===== src/rtl/uart_tx_arb_pkg.sv =====
// Shared types and constants for the UART transmit arbiter.
package uart_tx_arb_pkg;

    typedef enum logic [1:0] {
        IDLE      = 2'd0,
        WRITE     = 2'd1,
        WAIT_DONE = 2'd2
    } state_t;

    localparam int NUM_REQ_DEF = 4;
    localparam int BYTE_W      = 8;

endpackage


===== src/rtl/uart_rr_pick.sv =====
// Combinational round-robin picker: searches upward from ptr+1, wrapping at N.
module uart_rr_pick #(
    parameter int N  = 4,
    parameter int IW = 2
) (
    input  logic [N-1:0]  req,
    input  logic [IW-1:0] ptr,
    output logic [N-1:0]  grant,
    output logic [IW-1:0] idx,
    output logic          any
);

    always_comb begin
        logic [IW-1:0] w_pos;
        grant = '0;
        idx   = '0;
        any   = 1'b0;
        w_pos = '0;
        for (int k = 1; k <= N; k++) begin
            w_pos = IW'((int'(ptr) + k) % N);
            if (!any && req[w_pos]) begin
                grant[w_pos] = 1'b1;
                idx          = w_pos;
                any          = 1'b1;
            end
        end
    end

endmodule


===== src/rtl/uart_tx_arbiter.sv =====
// Round-robin arbiter feeding bytes from NUM_REQ requesters into a simple UART transmitter.
// Optional packet lock: define UART_TX_ARB_PKT_LOCK_EN to keep a requester granted until req_last.
module uart_tx_arbiter
    import uart_tx_arb_pkg::*;
#(
    parameter int NUM_REQ = NUM_REQ_DEF
) (
    input  logic                         clock,
    input  logic                         arst_n,
    input  logic [NUM_REQ-1:0]           req_valid,
    input  logic [BYTE_W*NUM_REQ-1:0]    req_data,
    input  logic [NUM_REQ-1:0]           req_last,
    output logic [NUM_REQ-1:0]           req_ready,
    output logic [BYTE_W-1:0]            tx_value,
    output logic                         tx_value_write,
    input  logic                         tx_value_done,
    output logic [$clog2(NUM_REQ)-1:0]   grant_id,
    output logic                         busy
);

    localparam int IDW = $clog2(NUM_REQ);

`ifdef UART_TX_ARB_PKT_LOCK_EN
    localparam bit LOCK_EN = 1'b1;
`else
    localparam bit LOCK_EN = 1'b0;
`endif

    state_t              r_state;
    state_t              w_state_nxt;
    logic [BYTE_W-1:0]   r_tx_value;
    logic [IDW-1:0]      r_rr_ptr;
    logic [IDW-1:0]      r_grant_id;
    logic                r_lock;
    logic [NUM_REQ-1:0]  w_lock_mask;
    logic [NUM_REQ-1:0]  w_eligible;
    logic [NUM_REQ-1:0]  w_grant;
    logic [IDW-1:0]      w_win_idx;
    logic                w_win_any;
    logic                w_accept;

    // The lock owner is always the last granted requester.
    always_comb begin
        w_lock_mask             = '0;
        w_lock_mask[r_grant_id] = 1'b1;
    end

    assign w_eligible = (LOCK_EN && r_lock) ? (req_valid & w_lock_mask) : req_valid;

    uart_rr_pick #(
        .N  (NUM_REQ),
        .IW (IDW)
    ) u_rr_pick (
        .req   (w_eligible),
        .ptr   (r_rr_ptr),
        .grant (w_grant),
        .idx   (w_win_idx),
        .any   (w_win_any)
    );

    always_comb begin
        w_state_nxt = r_state;
        w_accept    = 1'b0;
        req_ready   = '0;
        case (r_state)
            IDLE: begin
                if (w_win_any) begin
                    req_ready   = w_grant;
                    w_accept    = 1'b1;
                    w_state_nxt = WRITE;
                end
            end
            WRITE:     w_state_nxt = WAIT_DONE;
            WAIT_DONE: if (tx_value_done) w_state_nxt = IDLE;
            default:   w_state_nxt = IDLE;
        endcase
    end

    always_ff @(posedge clock or negedge arst_n) begin
        if (!arst_n) begin
            r_state    <= IDLE;
            r_tx_value <= '0;
            r_rr_ptr   <= IDW'(NUM_REQ - 1);
            r_grant_id <= '0;
            r_lock     <= 1'b0;
        end else begin
            r_state <= w_state_nxt;
            if (w_accept) begin
                r_tx_value <= req_data[int'(w_win_idx)*BYTE_W +: BYTE_W];
                r_rr_ptr   <= w_win_idx;
                r_grant_id <= w_win_idx;
                r_lock     <= LOCK_EN && !req_last[w_win_idx];
            end
        end
    end

    assign tx_value       = r_tx_value;
    assign tx_value_write = (r_state == WRITE);
    assign busy           = (r_state != IDLE);
    assign grant_id       = r_grant_id;

endmodule

===== config.mk =====
export PLATFORM = sky130hd
export DESIGN_NAME = uart_tx_arbiter
export DESIGN_NICKNAME = d
export VERILOG_FILES = /design/src/rtl/uart_tx_arb_pkg.sv /design/src/rtl/uart_rr_pick.sv /design/src/rtl/uart_tx_arbiter.sv
export SDC_FILE = /design/constraint.sdc
export NUM_CORES = 1
export LEC_CHECK = 0
export ABC_AREA = 1
export BUFFER_PORTS_ARGS = -buffer_cell sky130_fd_sc_hd__buf_2
export CORE_ASPECT_RATIO = 1.4
export CORE_MARGIN = 2
export CORE_UTILIZATION = 45
export CTS_CLUSTER_SIZE = 12
export DETAILED_ROUTE_END_ITERATION = 10
export GPL_ROUTABILITY_DRIVEN = 0
export PLACE_DENSITY = 0.86
export SETUP_SLACK_MARGIN = 0.4
export SYNTH_ARGS = -nofsm -noshare
export SYNTH_HDL_FRONTEND = slang
export SYNTH_HIERARCHICAL = 1
export SYNTH_SLANG_ARGS = --single-unit
export TNS_END_PERCENT = 10

===== constraint.sdc =====
create_clock -name clock -period 3.4 [get_ports clock]
set_input_delay 0 -clock clock [delete_from_list [all_inputs] [get_ports clock]]
set_output_delay 0 -clock clock [all_outputs]
set_load 0.02 [all_outputs]

==> out/results.tsv <==
stage	metric	value	unit
timing	worstMarginPinSlew	445	ps
power	total_power	2130	uW
routing	vias	1571	
run	drv_cap	0	
cts	cts_tree	yes	
synthesis	yosys-top-cells-area	nand2_1 (25%), dfrtp_1 (21%), inv_1 (11%)	
worst_hold_path	min_to	tx_value[5]	
worst_hold_path	min_from	req_data[5]	
grt	grt.overflow.total	0	
synthesis	ys_seq_area_share	24.6	%
setup_path	max_stage_delay	610	ps
die	die_w	51.8	um
cts	clockBufferDepth	2	
setup_path	crit_top_cell	nand2_1	
setup_path	timing.rr.start	r_rr_ptr[1]	
cts	root_buffer	clkbuf_8	
synthesis	async_flop_share	100	%
timing	post-route-period-util	81.3	%
cts	post_cts_resized	0	
grt	grt_pass1_wl	5680	um
setup_path	r2r_slack	640	ps
power	p_leak	0.00115	uW
layout	layout.nets	341	
synthesis	ys_warn_count	6	
layout	num_antenna_cells	0	
setup_path	cp_data_arrival_time	2900	ps
synthesis	synth_top_area_share	24.6	%
grt	antenna_found_initial	0	
synthesis	ys_seq_elements	14	
setup_path	endpoint_kind	flip-flop	
synthesis	syn-instance-count	235	
power	combPwrFrac	76.7	%
setup_path	crit_buf_inv	5	
cts	cts_max_level	1	
grt	grt_pass1_vias	1453	
routing	drt_pass1_iterations	4	
cts	cts_buffers	3	
timing	fmax	0.362	GHz
worst_hold_path	worstHoldPathCells	7	
run_status	outcome	finished, final reports clean	
synthesis	synth_most_common_cell	nand2_1	
routing	drt_iter0_drc	20	
grt	grt_use_total	19.3	%
setup_path	crit_type	reg -> reg	
power	internal_power	911	uW
setup_path	cpMaxStageDelayCell	dfstp_2	
timing	fin_skew	5.26	ps
routing	ant_nets	0	
synthesis	synth_area_per_cell	6.11	um2
timing	period_needed	2760	ps
routing	via_per_inst	4.79	
routing	drc_errors	0	
die	core_area	0.00309	mm2
placement	port_buffers	54	
cts	path_clk_slew	60	ps
setup_path	required	3530	ps
synthesis	synth.distinct_cells	25	
cts	insertion_delay	240	ps
die	dieArea	0.00367	mm2
synthesis	synth_nets	286	
power	peakVddDrop	0.697	mV
setup_path	path_cells	inv_1 -> ha_1 -> inv_1 -> nand2_2 -> nand2_2 -> inv_2 -> nand2_1 -> nor2_1 -> a21oi_2 -> buf_4 -> inv_1 -> nand2_1 -> nand3_1 -> nand2_1 -> nand2_1 -> nand2_1	
layout	layout-drive-gt1-share	26.6	%
power	pwr-share-seq	15.8	%
power	power_frac_clock	7.5	%
timing	hold_ws	129	ps
setup_path	crit_path_start_kind	flip-flop	
synthesis	ys.flop_type	dfrtp_1	
timing	slew_viol_final	0	
synthesis	netlist_top_cells_count	nand2_1 (94), inv_1 (42), nand3_1 (30)	
timing	hold_violations	0	
setup_path	rr_endpoint	tx_value[0]	
routing	routed_wl	3210	um
cts	cts_setup_buffers	0	
routing	wire_per_inst	9.77	um
die	num_rows	24	
die	io_pins	59	
power	powerDensity	1200	mW/mm2
worst_hold_path	min_path_type	in -> reg	
synthesis	netlist_area	0.00144	mm2
die	die_y	70.8	um
setup_path	r2r_cells	16	
setup_path	worstPathMaxFanout	18	
cts	cts_sinks	14	
synthesis	synth_area_leader_cell	nand2_1	
timing	finalSetupViolations	0	
power	switchingPower	1220	uW
timing	final.setup.tns	0	ps
timing	rsz0062_at_grt	true	
placement	dp_hpwl	2640	um
timing	max-slew-margin-rel	70.3	%
grt	grt_max_degree	19	
layout	area_growth	24.0	%
power	p_sw_share	57.3	%
synthesis	synth_edf_count	0	
die	initial_core_util	46.4	%
setup_path	critical_path.top_delay_family	buffers and inverters	
==> registers in the layout, summed over array words and instances, names as in the netlist <==
signal / cells
tx_value: 8
grant_id: 2
r_rr_ptr: 2
r_state: 2
==> power groups by stage <==
stage / Sequential (uW) / Combinational [uW] / Clock [uW]
detailed placement: 339 / 1630 / 0
CTS: 338 / 1640 / 165
finish: 337 / 1630 / 160
global placement: 338 / 1590 / 0
global route: 352 / 1850 / 174
floorplan: 401 / 1290 / 0
==> logic make-up after synthesis <==
family                   share of synthesized area (%)
flip-flops                                        24.6
AO/OA/AOI/OAI                                     5.05
adder cells (fa/ha/maj)                           6.97
AND/OR/NAND/NOR                                   47.2
buffers and inverters                             16.2
==> per-stage QoR <==
step / setup WS, ps / instance area [um2] / instances / util [%]
5_1_grt: 360 / 1780 / 328 / 57.6
3_5_place_dp: 665 / 1710 / 322 / 55.1
3_3_place_gp: 725 / 1710 / 322 / 55.1
2_1_floorplan: 1010 / 1440 / 235 / -
6_report: 635 / 1780 / 328 / 57.6
4_1_cts: 655 / 1780 / 328 / 57.6
==> final cells by class <==
cell class / instances / area [um2]
Multi-Input combinational cell: 168 / 851
Sequential cell: 14 / 353
Fill cell: 302 / 1310
Timing Repair Buffer: 57 / 298
Clock buffer: 4 / 55.1
Tap cell: 39 / 48.8
Inverter: 46 / 175
==> worst max-delay path by stage <==
stage / from / endpoint / cells past startpoint
2_1_floorplan: r_rr_ptr[0] / tx_value[6] / 15
3_5_place_dp: r_rr_ptr[0] / tx_value[2] / 16
5_1_grt: r_rr_ptr[1] / tx_value[3] / 16
4_1_cts: r_rr_ptr[1] / tx_value[2] / 16
3_3_place_gp: r_rr_ptr[0] / tx_value[1] / 16
6_report: r_rr_ptr[1] / tx_value[0] / 16
==> worst register-to-register path, cell delays in order, from the launching register on <==
cell and delay, ps:
dfstp_2 610, inv_1 150, ha_1 360, inv_1 90, nand2_2 120, nand2_2 80
inv_2 100, nand2_1 60, nor2_1 150, a21oi_2 50, buf_4 190, inv_1 340
nand2_1 110, nand3_1 100, nand2_1 60, nand2_1 50, nand2_1 40
==> routing by layer <==
metal	up-vias	wire length (um)	share of wire, %	GRT usage, %
met1	691	1290	40	21.4
met5	-	0	0	0
li1	822	-	-	-
met4	0	0	0	3.22
met2	58	1700	53	36.9
met3	0	211	6.6	4.01
==> cells in the final DEF (no fill, tap or decap), types with 3 or more instances in the layout <==
cell       n
ha_1       8
nand4_1    6
nor2_1     7
buf_2     54
nand2_1   94
a21boi_0   4
a21oi_1    4
dfrtp_1   12
inv_1     42
nand3_1   30
nand2_2    5
clkbuf_8   4
inv_2      3
==> what timing repair did <==
item | 4_1_cts | 5_1_grt
hold endpoints to repair | 15 | 0
hold buffers | 2 | 0
setup endpoints to repair | 0 | 5
No activity file was read; power rests on OpenSTA's default activity.
